===== config.mk =====
export PLATFORM = sky130hd
export DESIGN_NAME = sw_debounce
export DESIGN_NICKNAME = d
export VERILOG_FILES = /design/src/rtl/sw_debounce.sv
export SDC_FILE = /design/constraint.sdc
export NUM_CORES = 1
export LEC_CHECK = 0
export ABC_AREA = 0
export CORE_ASPECT_RATIO = 1.4
export CORE_MARGIN = 4
export CORE_UTILIZATION = 35
export CTS_CLUSTER_SIZE = 8
export DETAILED_ROUTE_END_ITERATION = 10
export PLACE_DENSITY = 0.6
export SLEW_MARGIN = 40
export SYNTH_ARGS = -nofsm -noshare
export SYNTH_HDL_FRONTEND = slang
export SYNTH_SLANG_ARGS = --single-unit

===== constraint.sdc =====
create_clock -name clk_i -period 5 [get_ports clk_i]
set_input_delay 1.25 -clock clk_i [delete_from_list [all_inputs] [get_ports clk_i]]
set_output_delay 1.25 -clock clk_i [all_outputs]
set_load 0.05 [all_outputs]

===== src/rtl/sw_debounce.sv =====
// Switch-bus conditioner: 2-flop synchroniser, shared sample tick, per-bit
// consecutive-sample filter, registered change strobe. Define SW_DEBOUNCE_EDGE_EN for rise_o/fall_o.
module sw_debounce_lane #(
  parameter int STABLE_CNT = 4,
  parameter int CW         = 2
) (
  input  logic clk_i,
  input  logic rstn_i,
  input  logic tick,
  input  logic sample,
  output logic level,
  output logic flip
);
  logic [CW-1:0] cnt;

  always_comb flip = tick && (sample != level) && (cnt == CW'(STABLE_CNT-1));

  always_ff @(posedge clk_i or negedge rstn_i) begin
    if (!rstn_i) begin
      level <= 1'b0;
      cnt   <= '0;
    end else if (tick) begin
      // a matching sample discards any progress, so only a clean run flips
      if (sample == level) begin
        cnt <= '0;
      end else if (flip) begin
        level <= sample;
        cnt   <= '0;
      end else begin
        cnt <= cnt + 1'b1;
      end
    end
  end
endmodule

module sw_debounce #(
  parameter int WIDTH      = 10,
  parameter int TICK_DIV   = 50000,
  parameter int STABLE_CNT = 4
) (
  input  logic             clk_i,
  input  logic             rstn_i,
  input  logic [WIDTH-1:0] sw_i,
  output logic [WIDTH-1:0] sw_o,
  output logic             changed_o
`ifdef SW_DEBOUNCE_EDGE_EN
  ,
  output logic [WIDTH-1:0] rise_o,
  output logic [WIDTH-1:0] fall_o
`endif
);
  localparam int PW = $clog2(TICK_DIV);
  localparam int CW = (STABLE_CNT > 1) ? $clog2(STABLE_CNT) : 1;

  logic [WIDTH-1:0] sync1, sw_sync, flip;
  logic [PW-1:0]    pre;
  logic             tick;

  always_ff @(posedge clk_i or negedge rstn_i) begin
    if (!rstn_i) begin
      sync1   <= '0;
      sw_sync <= '0;
    end else begin
      sync1   <= sw_i;
      sw_sync <= sync1;
    end
  end

  always_comb tick = (pre == PW'(TICK_DIV-1));

  always_ff @(posedge clk_i or negedge rstn_i) begin
    if (!rstn_i)   pre <= '0;
    else if (tick) pre <= '0;
    else           pre <= pre + 1'b1;
  end

  for (genvar k = 0; k < WIDTH; k++) begin : g_lane
    sw_debounce_lane #(.STABLE_CNT(STABLE_CNT), .CW(CW)) u_lane (
      .clk_i  (clk_i),
      .rstn_i (rstn_i),
      .tick   (tick),
      .sample (sw_sync[k]),
      .level  (sw_o[k]),
      .flip   (flip[k])
    );
  end

  // strobes are built from the flip decision so they land with the sw_o update
  always_ff @(posedge clk_i or negedge rstn_i) begin
    if (!rstn_i) changed_o <= 1'b0;
    else         changed_o <= |flip;
  end

`ifdef SW_DEBOUNCE_EDGE_EN
  always_ff @(posedge clk_i or negedge rstn_i) begin
    if (!rstn_i) begin
      rise_o <= '0;
      fall_o <= '0;
    end else begin
      rise_o <= flip & ~sw_o;
      fall_o <= flip & sw_o;
    end
  end
`endif
endmodule


==> results of run 1 <==
## where the power goes
group	leakage, nW	internal, mW	switching, mW	total (mW)
Combinational	0.699	0.00950	0.0145	0.0240
Sequential	0.876	0.551	0.00400	0.555
Clock	0.141	0.371	0.210	0.581
## final cells by class
type	count	share of cell area, %
Clock inverter	2	0.287
Clock buffer	13	7.74
Timing Repair Buffer	27	7.42
Multi-Input combinational cell	177	32.7
Tap cell	102	3.66
Inverter	1	0.108
Sequential cell	67	48.0
## layer usage
| metal | vias to the layer above | wire [um] |
|---|---|---|
| li1 | 929 | - |
| met5 | - | 0 |
| met1 | 890 | 2200 |
| met2 | 30 | 2460 |
| met3 | 11 | 230 |
| met4 | 0 | 145 |
## cell families (layout without fill, tap and decap cells)
family	count (synthesis)	after routing	synth area share, %
compound gates	11	11	2.47
xor+xnor	20	20	5.95
fa+ha+maj	11	11	4.68
buf+inv	18	43	4.21
flops	67	67	57.0
mux	11	11	5.44
simple gates	124	124	20.3
## worst paths after layout
kind / start / end / slack (ns)
max: g_lane[9].u_lane.level / sw_o[9] / 2.21
min: sync1[2] / sw_sync[2] / 0.35
max reg2reg: pre[12] / g_lane[8].u_lane.level / 2.55
min reg2reg: sync1[2] / sw_sync[2] / 0.35
max in group asynchronous: rstn_i / sw_sync[5] / 3.36
min in group asynchronous: rstn_i / sync1[0] / 0.88
## sequential cells by signal, summed over array words and instances (netlist names)
register / cells
changed_o: 1
g_lane.u_lane.level: 10
g_lane.u_lane.cnt: 20
pre: 16
sw_sync: 10
sync1: 10
## stage by stage
stage          area, um2  hold slack (ns)  utilization (%)  setup slack (ns)
4_1_cts             3480            0.347             42.5              2.19
6_report            3490            0.345             42.6              2.21
3_3_place_gp        3180            0.333             38.8              2.32
3_5_place_dp        3200            0.336             39.1              2.22
5_1_grt             3490            0.352             42.6              2.15
2_1_floorplan       2940            0.331                -              3.09
## cells in the mapped netlist (2+ instances only)
master    number
and4_1         2
ha_1          11
or4b_1         2
nor4bb_1       2
dfrtp_1       67
xor2_1        14
o21ai_0        2
nor2_1        18
a21oi_1        2
nand4_1        6
nand3_1       26
clkbuf_1       3
buf_4         13
a22oi_1        5
or4_1          2
mux2_4        10
nand2_1       58
xnor2_1        6
==> flow_summary.toml, run 1 <==
[status]
status = "completed"

[power_and_ir_drop]
irDropWorstVdd_mv = 0.178
p_leak_nw = 1.72
powerDensity_nw_per_um2 = 333
finalPower_mw = 1.16

[clock_tree]
hold_buffers = 0
cts_sinks = 67
root_buffer = "clkbuf_16"
clkTransAtPathRegs_ns = 0.05
htreeDepth = 3
clock_path_buffers = 2
ctsResizeCount = 0
clock_latency_ns = 0.33
cts_made_buffers = 9
cts_tree = "yes"
post_cts_buffers = 0

[worst_setup_path]
cp_cell_sequence = "clkdlybuf4s50_1"
worstPathArrival_ns = 1.54
max_stage_delay_ns = 0.82
worst-path-buf-inv = 1
critPathTopFamily = "buffers and inverters"
cp-start-kind = "flop"
cp-end-kind = "output port"
r2r_cells = 5
crit_type = "flop to output port"
crit_required_ns = 3.75
slowest_stage = "clkdlybuf4s50_1"
cp.depth = 1
crit_fanout = 3

[logic_synthesis]
synth.avg_cell_area_um2 = 11.2
synth_fp_nets = 285
ys_seq_elements = 67
synth_area_leaders = "dfrtp_1 57%, nand2_1 7.4%, mux2_4 5.1%, ha_1 4.7%, nand3_1 4.4%"
syn_inst = 262
yosys.area.top_type = "dfrtp_1"
synth_edf_count = 0
async_flop_share_pct = 100
synth_flop_cell = "dfrtp_1"
seq_area_frac_synth_pct = 57.0
syn_area_um2 = 2940
yosysWarningCount = 0
synth_top_area_share_pct = 57.0
synth.distinct_cells = 31

[route]
dr.pass1.iters = 4
wire_per_inst_um = 12.9
routed_via_density = 4.78
wl_um = 5030
ant_nets = 0
drt_iter0_drc = 106
vias = 1860
drc = 0

[job]
maxCapViolations = 0

[global_route]
grt_pass1_wl_um = 8750
grt_use_met2_pct = 18.5
grt_use_met1_pct = 13.6
grt_pass1_vias = 1871
track_usage_pct = 11.9
antenna_found_initial = 0
grt-busiest-layer = "met2"
grtUsageMet3_pct = 4.87
grt_max_degree = 40
grt_overflow_total = 0

[timing]
rsz0062_at_grt = "no"
slew_viol_final = 0
tns_ns = 0
tightest_slew_ns = 0.536
setup_violations = 0
timing.final.crit_share_pct = 55.7
skew_ns = 0.00415
layout_min_cycle_time_ns = 2.79
hold_viol_final = 0
slew_headroom_pct = 64.0
fmax_mhz = 359

[cells_and_area]
regArea_um2 = 1680
drive_above_1_share_pct = 10.8
layoutNonFillerInstCount = 389
n_fill_cell = 763
final_common_cell = "dfrtp_1"
areaGrowthSynthToFinish_pct = 18.6
multi_input_area_um2 = 1140
final_cell_mix = "67 x dfrtp_1, 58 x nand2_1, 26 x nand3_1, 21 x clkdlybuf4s50_1, 18 x nor2_1"
n_antenna_cell = 0
nNetsFinal = 306

[place]
hpwl_um = 3400
placed_cells = 373
gp_congestion = 0.759
portBuffers = 22

[hold_path]
whs_path_depth = 0
hold_path.class = "flop to flop"

[die]
core_area_um2 = 8200
die_y_um = 116
initial_core_util_pct = 35.9
rows = 39
die_w_um = 85.5
io_pins = 23
dieArea_um2 = 9960
Note: power is estimated with default switching activity, not from simulation.
==> inputs of run 2 (changes only) <==
clock period = 2.9 ns   (was 5 ns; I/O delays follow)
==> run 2 against run 1 <==
Compared with the run above:
- cell count rose by 0.26%
- combinational power increased by 76%
- die area is the same
- sequential cell count is the same
- global-route usage is 0.10 points lower
- non-clock buffer count stayed put
- wire length fell by 2.3%
- core utilization is 0.31 points higher
- critical path depth unchanged
- critical endpoint is now sw_o[0]
==> flow_summary.toml, run 2 (synthesis results as in run 1) <==
[worst_setup_path]
cp_cell_sequence = "clkdlybuf4s50_1"
slowest_stage = "clkdlybuf4s50_1"
crit_type = "flop to output port"
worst-path-buf-inv = 1
cp-start-kind = "flop"
crit_fanout = 3
critPathTopFamily = "buffers and inverters"
worstPathArrival_ns = 1.53
max_stage_delay_ns = 0.82
crit_required_ns = 2.17
cp-end-kind = "output port"
r2r_cells = 5
cp.depth = 1

[route]
dr.pass1.iters = 4
vias = 1885
ant_nets = 0
wire_per_inst_um = 12.6
routed_via_density = 4.83
drc = 0
wl_um = 4910
drt_iter0_drc = 105

[cells_and_area]
final_cell_mix = "67 x dfrtp_1, 58 x nand2_1, 26 x nand3_1, 21 x clkdlybuf4s50_1, 18 x nor2_1"
n_antenna_cell = 0
areaGrowthSynthToFinish_pct = 19.4
nNetsFinal = 306
largestRegisters = "g_lane.u_lane.cnt x20, pre x16"
layoutNonFillerInstCount = 390
drive_above_1_share_pct = 11.1
final_common_cell = "dfrtp_1"
largest-register = "g_lane.u_lane.cnt"
n_fill_cell = 749
largest_register_ffs = 20

[power_and_ir_drop]
p_leak_nw = 1.73
irDropWorstVdd_mv = 0.338
powerDensity_nw_per_um2 = 591

[die]
initial_core_util_pct = 35.9
die_y_um = 116
core_area_um2 = 8200
dieArea_um2 = 9960
rows = 39
io_pins = 23
die_w_um = 85.5

[timing]
setup_violations = 0
timing.final.crit_share_pct = 77.9
slew_headroom_pct = 66.1
tns_ns = 0
hold_viol_final = 0
tightest_slew_ns = 0.509
rsz0062_at_grt = "no"
slew_viol_final = 0
layout_min_cycle_time_ns = 2.26
fmax_mhz = 443
skew_ns = 0.00555

[clock_tree]
clock_latency_ns = 0.33
cts_tree = "yes"
cts_sinks = 67
cts_made_buffers = 9
post_cts_buffers = 0
ctsResizeCount = 0
clock_path_buffers = 2
htreeDepth = 3
hold_buffers = 0
clkTransAtPathRegs_ns = 0.05
root_buffer = "clkbuf_16"

[place]
portBuffers = 22
placed_cells = 374
gp_congestion = 0.746
hpwl_um = 3370

[global_route]
grt_pass1_wl_um = 9030
antenna_found_initial = 0
grt_pass1_vias = 1988
grt_overflow_total = 0
track_usage_pct = 11.8
grt_max_degree = 41

[status]
status = "completed"

[hold_path]
hold_path.class = "input port to asynchronous set/reset pin"

[job]
maxCapViolations = 0
[run 2: cell count changes in the layout (fill, tap and decap cells not counted)]
cell,delta
buf_2,+1
buf_6,-1
clkbuf_8,+3
clkinv_2,-2
[run 2: worst paths after layout]
kind                                   startpoint                       to  slack [ns]
max                        g_lane[0].u_lane.level                  sw_o[0]        0.64
min                                        rstn_i                 sync1[0]        0.20
max reg2reg                               pre[10]   g_lane[8].u_lane.level        0.82
min reg2reg                              sync1[3]               sw_sync[3]        0.34
max in group asynchronous                  rstn_i  g_lane[0].u_lane.cnt[0]        2.00
min in group clk_i                       sync1[3]               sw_sync[3]        0.34
[run 2: area by class of cell]
type                    instances  area (um2)  share of cell area, %
multi-input cells             177        1140                   32.5
inverters                       1        3.75                  0.107
well taps                     102         128                   3.63
flip-flops and latches         67        1680                   47.7
repair buffers                 27         253                   7.19
clock buffers                  16         312                   8.86
[run 2: stage by stage]
step | worst slack [ns] | hold WS [ns] | util [%] | total power [mW] | cell area [um2]
2_1_floorplan | 0.994 | 0.331 | - | 0.979 | 2940
3_3_place_gp | 0.837 | 0.332 | 39.1 | 1.02 | 3200
3_5_place_dp | 0.806 | 0.335 | 39.1 | 1.02 | 3200
4_1_cts | 0.616 | 0.187 | 42.9 | 2.11 | 3510
5_1_grt | 0.582 | 0.192 | 42.9 | 2.16 | 3510
6_report | 0.640 | 0.198 | 42.9 | 2.08 | 3510
[run 2: metal layers]
layer	track usage (%)	share of wire, %	up-vias	wire length, um
met2	19.5	51	25	2520
met3	3.46	3.3	10	163
met4	7.29	2.6	0	130
met5	0	0	-	0
li1	-	-	924	-
met1	13.3	43	926	2100
[run 2: power by group]
part           switching, mW  internal (mW)
registers            0.00694          0.951
logic                 0.0253         0.0169
clock network          0.359          0.719
